==> src/rtl/pipe_stall_ctrl.sv <==
// Pipeline stall/flush scheduler: arbitrates memory wait, mul/div occupancy, branch redirect
// and load-use hazard into register write enables and bubbles; tracks timeouts and stalls.
module pipe_stall_ctrl #(
   parameter int unsigned MD_LATENCY  = 4,
   parameter int unsigned MEM_TIMEOUT = 64
) (
   input  logic        clk,
   input  logic        rst_n,
   input  logic        lu_stall,
   input  logic        br_taken,
   input  logic        md_start,
   input  logic        dmem_req,
   input  logic        dmem_ack,
   output logic        pc_we,
   output logic        ifid_we,
   output logic        idex_we,
   output logic        exmem_we,
   output logic        memwb_we,
   output logic        ifid_flush,
   output logic        idex_flush,
   output logic        exmem_flush,
   output logic        memwb_flush,
   output logic        md_busy,
   output logic        md_done,
   output logic        mem_err,
   output logic [15:0] stall_cycles
);

   localparam logic StRun    = 1'b0;
   localparam logic StMdWait = 1'b1;

   localparam logic [3:0] MdLoad    = 4'(MD_LATENCY - 2);
   localparam logic [7:0] MemErrCnt = 8'(MEM_TIMEOUT - 1);

   localparam logic [4:0] ActNone = 5'b00001;
   localparam logic [4:0] ActLu   = 5'b00010;
   localparam logic [4:0] ActBr   = 5'b00100;
   localparam logic [4:0] ActMd   = 5'b01000;
   localparam logic [4:0] ActMem  = 5'b10000;

   logic        state_q, state_d;
   logic [3:0]  md_cnt_q, md_cnt_d;
   logic [7:0]  mem_wait_cnt_q, mem_wait_cnt_d;
   logic        mem_err_q, mem_err_d;
   logic [15:0] stall_cycles_q, stall_cycles_d;

   logic       mem_stall;
   logic       md_stall;
   logic       in_run;
   logic       md_zero;
   logic [4:0] act;

   assign mem_stall = dmem_req & ~dmem_ack;
   assign in_run    = (state_q == StRun);
   assign md_zero   = (md_cnt_q == 4'd0);

   // In MD_WAIT the unit holds EX until the count expires and MEM is free to accept it.
   assign md_stall = (in_run & md_start) | (~in_run & (~md_zero | mem_stall));
   assign md_busy  = md_stall;
   assign md_done  = ~in_run & md_zero & ~mem_stall;

   always_comb begin
      act = ActNone;
      if (mem_stall) begin
         act = ActMem;
      end else if (md_stall) begin
         act = ActMd;
      end else if (br_taken) begin
         act = ActBr;
      end else if (lu_stall) begin
         act = ActLu;
      end
   end

   always_comb begin
      pc_we       = 1'b1;
      ifid_we     = 1'b1;
      idex_we     = 1'b1;
      exmem_we    = 1'b1;
      memwb_we    = 1'b1;
      ifid_flush  = 1'b0;
      idex_flush  = 1'b0;
      exmem_flush = 1'b0;
      memwb_flush = 1'b0;
      unique case (act)
         ActMem: begin
            pc_we       = 1'b0;
            ifid_we     = 1'b0;
            idex_we     = 1'b0;
            exmem_we    = 1'b0;
            memwb_flush = 1'b1;
         end
         ActMd: begin
            pc_we       = 1'b0;
            ifid_we     = 1'b0;
            idex_we     = 1'b0;
            exmem_flush = 1'b1;
         end
         ActBr: begin
            ifid_flush = 1'b1;
            idex_flush = 1'b1;
         end
         ActLu: begin
            pc_we      = 1'b0;
            ifid_we    = 1'b0;
            idex_flush = 1'b1;
         end
         default: begin
         end
      endcase
   end

   // The counter keeps running under a memory stall; only the release waits for MEM.
   always_comb begin
      state_d  = state_q;
      md_cnt_d = md_cnt_q;
      case (state_q)
         StRun: begin
            if (md_start && !mem_stall) begin
               state_d  = StMdWait;
               md_cnt_d = MdLoad;
            end
         end
         StMdWait: begin
            if (!md_zero) begin
               md_cnt_d = md_cnt_q - 4'd1;
            end else if (!mem_stall) begin
               state_d = StRun;
            end
         end
         default: state_d = StRun;
      endcase
   end

   always_comb begin
      mem_wait_cnt_d = 8'd0;
      if (mem_stall) begin
         mem_wait_cnt_d = (mem_wait_cnt_q == 8'hFF) ? mem_wait_cnt_q : mem_wait_cnt_q + 8'd1;
      end
   end

   // Visible in the same cycle the wait count hits the threshold, then held by the flop.
   assign mem_err   = mem_err_q | (mem_stall & (mem_wait_cnt_q == MemErrCnt));
   assign mem_err_d = mem_err;

   always_comb begin
      stall_cycles_d = stall_cycles_q;
      if (!pc_we && (stall_cycles_q != 16'hFFFF)) begin
         stall_cycles_d = stall_cycles_q + 16'd1;
      end
   end

   assign stall_cycles = stall_cycles_q;

   always_ff @(posedge clk or negedge rst_n) begin
      if (!rst_n) begin
         state_q        <= StRun;
         md_cnt_q       <= 4'd0;
         mem_wait_cnt_q <= 8'd0;
         mem_err_q      <= 1'b0;
         stall_cycles_q <= 16'd0;
      end else begin
         state_q        <= state_d;
         md_cnt_q       <= md_cnt_d;
         mem_wait_cnt_q <= mem_wait_cnt_d;
         mem_err_q      <= mem_err_d;
         stall_cycles_q <= stall_cycles_d;
      end
   end

endmodule

==> config.mk <==
export PLATFORM = sky130hd
export DESIGN_NAME = pipe_stall_ctrl
export DESIGN_NICKNAME = d
export VERILOG_FILES = /design/src/rtl/pipe_stall_ctrl.sv
export SDC_FILE = /design/constraint.sdc
export NUM_CORES = 1
export LEC_CHECK = 0
export CAP_MARGIN = 5
export CORE_AREA = 10 10 63 75
export CTS_CLUSTER_DIAMETER = 50
export CTS_CLUSTER_SIZE = 40
export DETAILED_ROUTE_END_ITERATION = 10
export DIE_AREA = 0 0 73 85
export PLACE_DENSITY = 0.77
export SKIP_CTS_REPAIR_TIMING = 1
export SYNTH_ARGS = -nofsm -noshare
export SYNTH_HDL_FRONTEND = slang
export SYNTH_SLANG_ARGS = --single-unit
==> constraint.sdc <==
create_clock -name clk -period 2.3 [get_ports clk]
set_input_delay 0.345 -clock clk [delete_from_list [all_inputs] [get_ports clk]]
set_output_delay 0.345 -clock clk [all_outputs]
set_load 0.01 [all_outputs]
==> reports/metrics.csv <==
stage,metric,value,unit
run_status,status,"finished, final reports clean",
power_and_ir_drop,internal_power,1.40,mW
power_and_ir_drop,cellPowerDensity,992,mW/mm^2
place,placed_area,0.00199,sq mm
grt,grtUsageTotal,12.1,%
synthesis,syn_area,0.00159,sq mm
synthesis,syn_nets,168,
place,numPortBuffers,33,
power_and_ir_drop,swShare,34.2,%
hold_path,hp-class,in2async,
cts,htreeDepth,2,
worst_setup_path,path_delay_family,buffers and inverters,
cts,root_buffer,clkbuf_8,
synthesis,synth_top_area_share,47.1,%
synthesis,yosys-top-cells-area,"dfrtp_1, xnor2_1, nand2_1",
layout,nFillCells,270,
timing,max_freq,458,MHz
layout,finalInstanceArea,0.00215,sq mm
floorplan,die_width,73,um
synthesis,synth_cells,158,
floorplan,core_area,0.00328,sq mm
worst_setup_path,crit_buf_inv,4,
floorplan,die_y,85,um
cts,cts.clk_slew.worst_paths,0.06,ns
layout,drive_above_1_share,13.8,%
grt,grt_max_degree,31,
synthesis,synth_seq_area_share,47.1,%
timing,min_period,2.18,ns
timing,setup_viol,0,
synthesis,netlist_top_cells_count,"dfrtp_1, nand2_1, nor2_1",
grt,antenna_found_initial,0,
layout,final_util,65.6,%
floorplan,ioPinCount,35,
power_and_ir_drop,seq_power_share,37.3,%
detailed_routing,post_drt_wl_per_cell,14.7,um
job,cap_violations,0,
floorplan,start_util,48.6,%
timing,fin_skew,0.00514,ns
cts,clkSinkCount,30,
layout,antenna_cells,0,
detailed_routing,drt-initial-drc-count,71,
timing,rsz0062_at_grt,no,
synthesis,async_reset_ff_share,100,%
power_and_ir_drop,combPwrFrac,39.3,%
synthesis,ys_ff_latch,30,
detailed_routing,vias,1325,
worst_setup_path,critPathLaunchType,input pin,
place,dp.cells,229,
synthesis,ys_types,39,
detailed_routing,drt_wl_total,3530,um
worst_setup_path,cpMaxStageDelayCell,clkdlybuf4s50_1,
grt,grt_pass1_wl,6150,um
worst_setup_path,required,1.96,ns
cts,cts_tree,yes,
worst_setup_path,max_stage_delay,0.48,ns
cts,clock_latency,0.28,ns
floorplan,num_rows,23,
power_and_ir_drop,ir_drop,0.000879,V
power_and_ir_drop,leakage,1.05,nW
grt,grt_overflow,0,
layout,nets,212,
synthesis,synth-main-ff-cell,dfrtp_1,
floorplan,dieArea,0.00621,sq mm
worst_setup_path,cp-end-kind,output pin,
place,place_congestion,0.851,
synthesis,synth_edf_count,0,
detailed_routing,viasPerCell,5.52,
detailed_routing,firstDrtPassIters,4,
timing,slew_violations,0,
synthesis,synth_most_common_cell,dfrtp_1,
synthesis,ys_warn_count,0,
cts,cts_buffers,5,
worst_setup_path,crit_arrival,1.84,ns
cts,clk_path_buf_depth,2,
worst_setup_path,crit_top_cell,clkdlybuf4s50_1,
place,dp_hpwl,2660,um
timing,hold_slack,0.450,ns
synthesis,syn_area_per_cell,10.1,sq um
power_and_ir_drop,p_sw,730,uW
detailed_routing,final_antenna_net_count,0,
worst_setup_path,crit_fanout,9,
timing,post-route-period-util,94.9,%
worst_setup_path,crit_type,in2out,
synthesis,synth_top_area_cell,dfrtp_1,
worst_setup_path,crit_chain,clkdlybuf4s50_1 > nand2b_1 > inv_1 > buf_4 > clkdlybuf4s50_1,
timing,final-hold-violation-count,0,
layout,area_growth_syn_to_layout,34.9,%
grt,first_global_vias,1378,
power_and_ir_drop,clkPwrFrac,23.4,%
layout,final_cells,240,
detailed_routing,drc,0,
[kinds of logic (layout without fill, tap and decap cells)]
kind of cell | Yosys count | in the layout | share of synthesized area (%)
and+or+nand+nor | 74 | 74 | 25.8
DFF | 30 | 30 | 47.1
xor gates and xnor gates | 19 | 19 | 10.4
AOI/OAI and AO/OA | 17 | 17 | 8.56
buffers and inverters | 10 | 55 | 2.83
muxes | 4 | 4 | 2.67
adders and majority gates | 3 | 3 | 2.36
other | 1 | 1 | 0.235
[path summary, 6_finish.rpt]
check / startpoint / to / slack [ns] / cells after the start
min in group clk: mem_err_q$_DFF_PN0_ / mem_err_q$_DFF_PN0_ / 0.45 / 1
hold reg to reg: mem_err_q$_DFF_PN0_ / mem_err_q$_DFF_PN0_ / 0.45 / 1
hold / removal: rst_n / stall_cycles[10]$_DFFE_PN0P_ / 0.45 / 2
setup reg to reg: md_cnt_q[1]$_DFFE_PN0P_ / stall_cycles[1]$_DFFE_PN0P_ / 0.17 / 8
max in group asynchronous: rst_n / stall_cycles[2]$_DFFE_PN0P_ / 1.57 / 2
setup / recovery: dmem_ack / memwb_flush / 0.12 / 5
[area by class of cell]
| cell class | instances | area, sq um | share of cell area [%] |
|---|---|---|---|
| timing repair buffer | 42 | 420 | 19.5 |
| multi-input combinational | 118 | 805 | 37.4 |
| clock buffer | 8 | 110 | 5.12 |
| sequential | 30 | 751 | 34.9 |
| inverter | 5 | 18.8 | 0.873 |
| tap | 37 | 46.3 | 2.15 |
[sequential cells by signal (all words and copies together), names as in the netlist]
signal          cells
stall_cycles       16
mem_wait_cnt_q      8
md_cnt_q            4
state_q             1
mem_err_q           1
[per-stage QoR]
stage          setup TNS (ns)  power, mW  setup slack, ns
2_1_floorplan               0       1.26            0.485
3_3_place_gp                0       1.60           0.0419
3_5_place_dp                0       1.64           0.0160
4_1_cts                 -1.25       2.15           -0.195
5_1_grt                     0       2.29           0.0339
6_report                    0       2.13            0.116
[routing by layer]
layer | vias to the layer above | track usage [%] | wire length [um]
li1 | 636 | - | -
met1 | 644 | 12.5 | 1390
met2 | 39 | 19.4 | 1770
met3 | 6 | 6.53 | 320
met4 | 0 | 5.71 | 51
met5 | - | 0 | 0
[power by group through the flow]
| stage | clock, mW | sequential [mW] | combinational, mW |
|---|---|---|---|
| 2_1_floorplan | 0 | 0.794 | 0.464 |
| 3_5_place_dp | 0 | 0.809 | 0.828 |
| 5_1_grt | 0.533 | 0.821 | 0.936 |
| 4_1_cts | 0.510 | 0.801 | 0.839 |
| 3_3_place_gp | 0 | 0.799 | 0.798 |
| 6_report | 0.499 | 0.795 | 0.840 |
[cell usage in the layout (no fill, tap or decap), types with 2 or more instances in the layout]
| cell type | instances |
|---|---|
| a21oi_1 | 2 |
| a31oi_1 | 2 |
| and3_1 | 5 |
| and4_1 | 2 |
| buf_4 | 9 |
| clkbuf_8 | 8 |
| clkdlybuf4s50_1 | 24 |
| dfrtp_1 | 30 |
| dlymetal6s2s_1 | 9 |
| ha_1 | 3 |
| inv_1 | 5 |
| mux2_1 | 2 |
| mux2i_1 | 2 |
| nand2_1 | 20 |
| nand2b_1 | 4 |
| nand3_1 | 7 |
| nand4_1 | 11 |
| nor2_1 | 12 |
| nor2_2 | 2 |
| o21ai_0 | 5 |
| xnor2_1 | 13 |
| xor2_1 | 6 |
(Power assumes the default switching activity.)
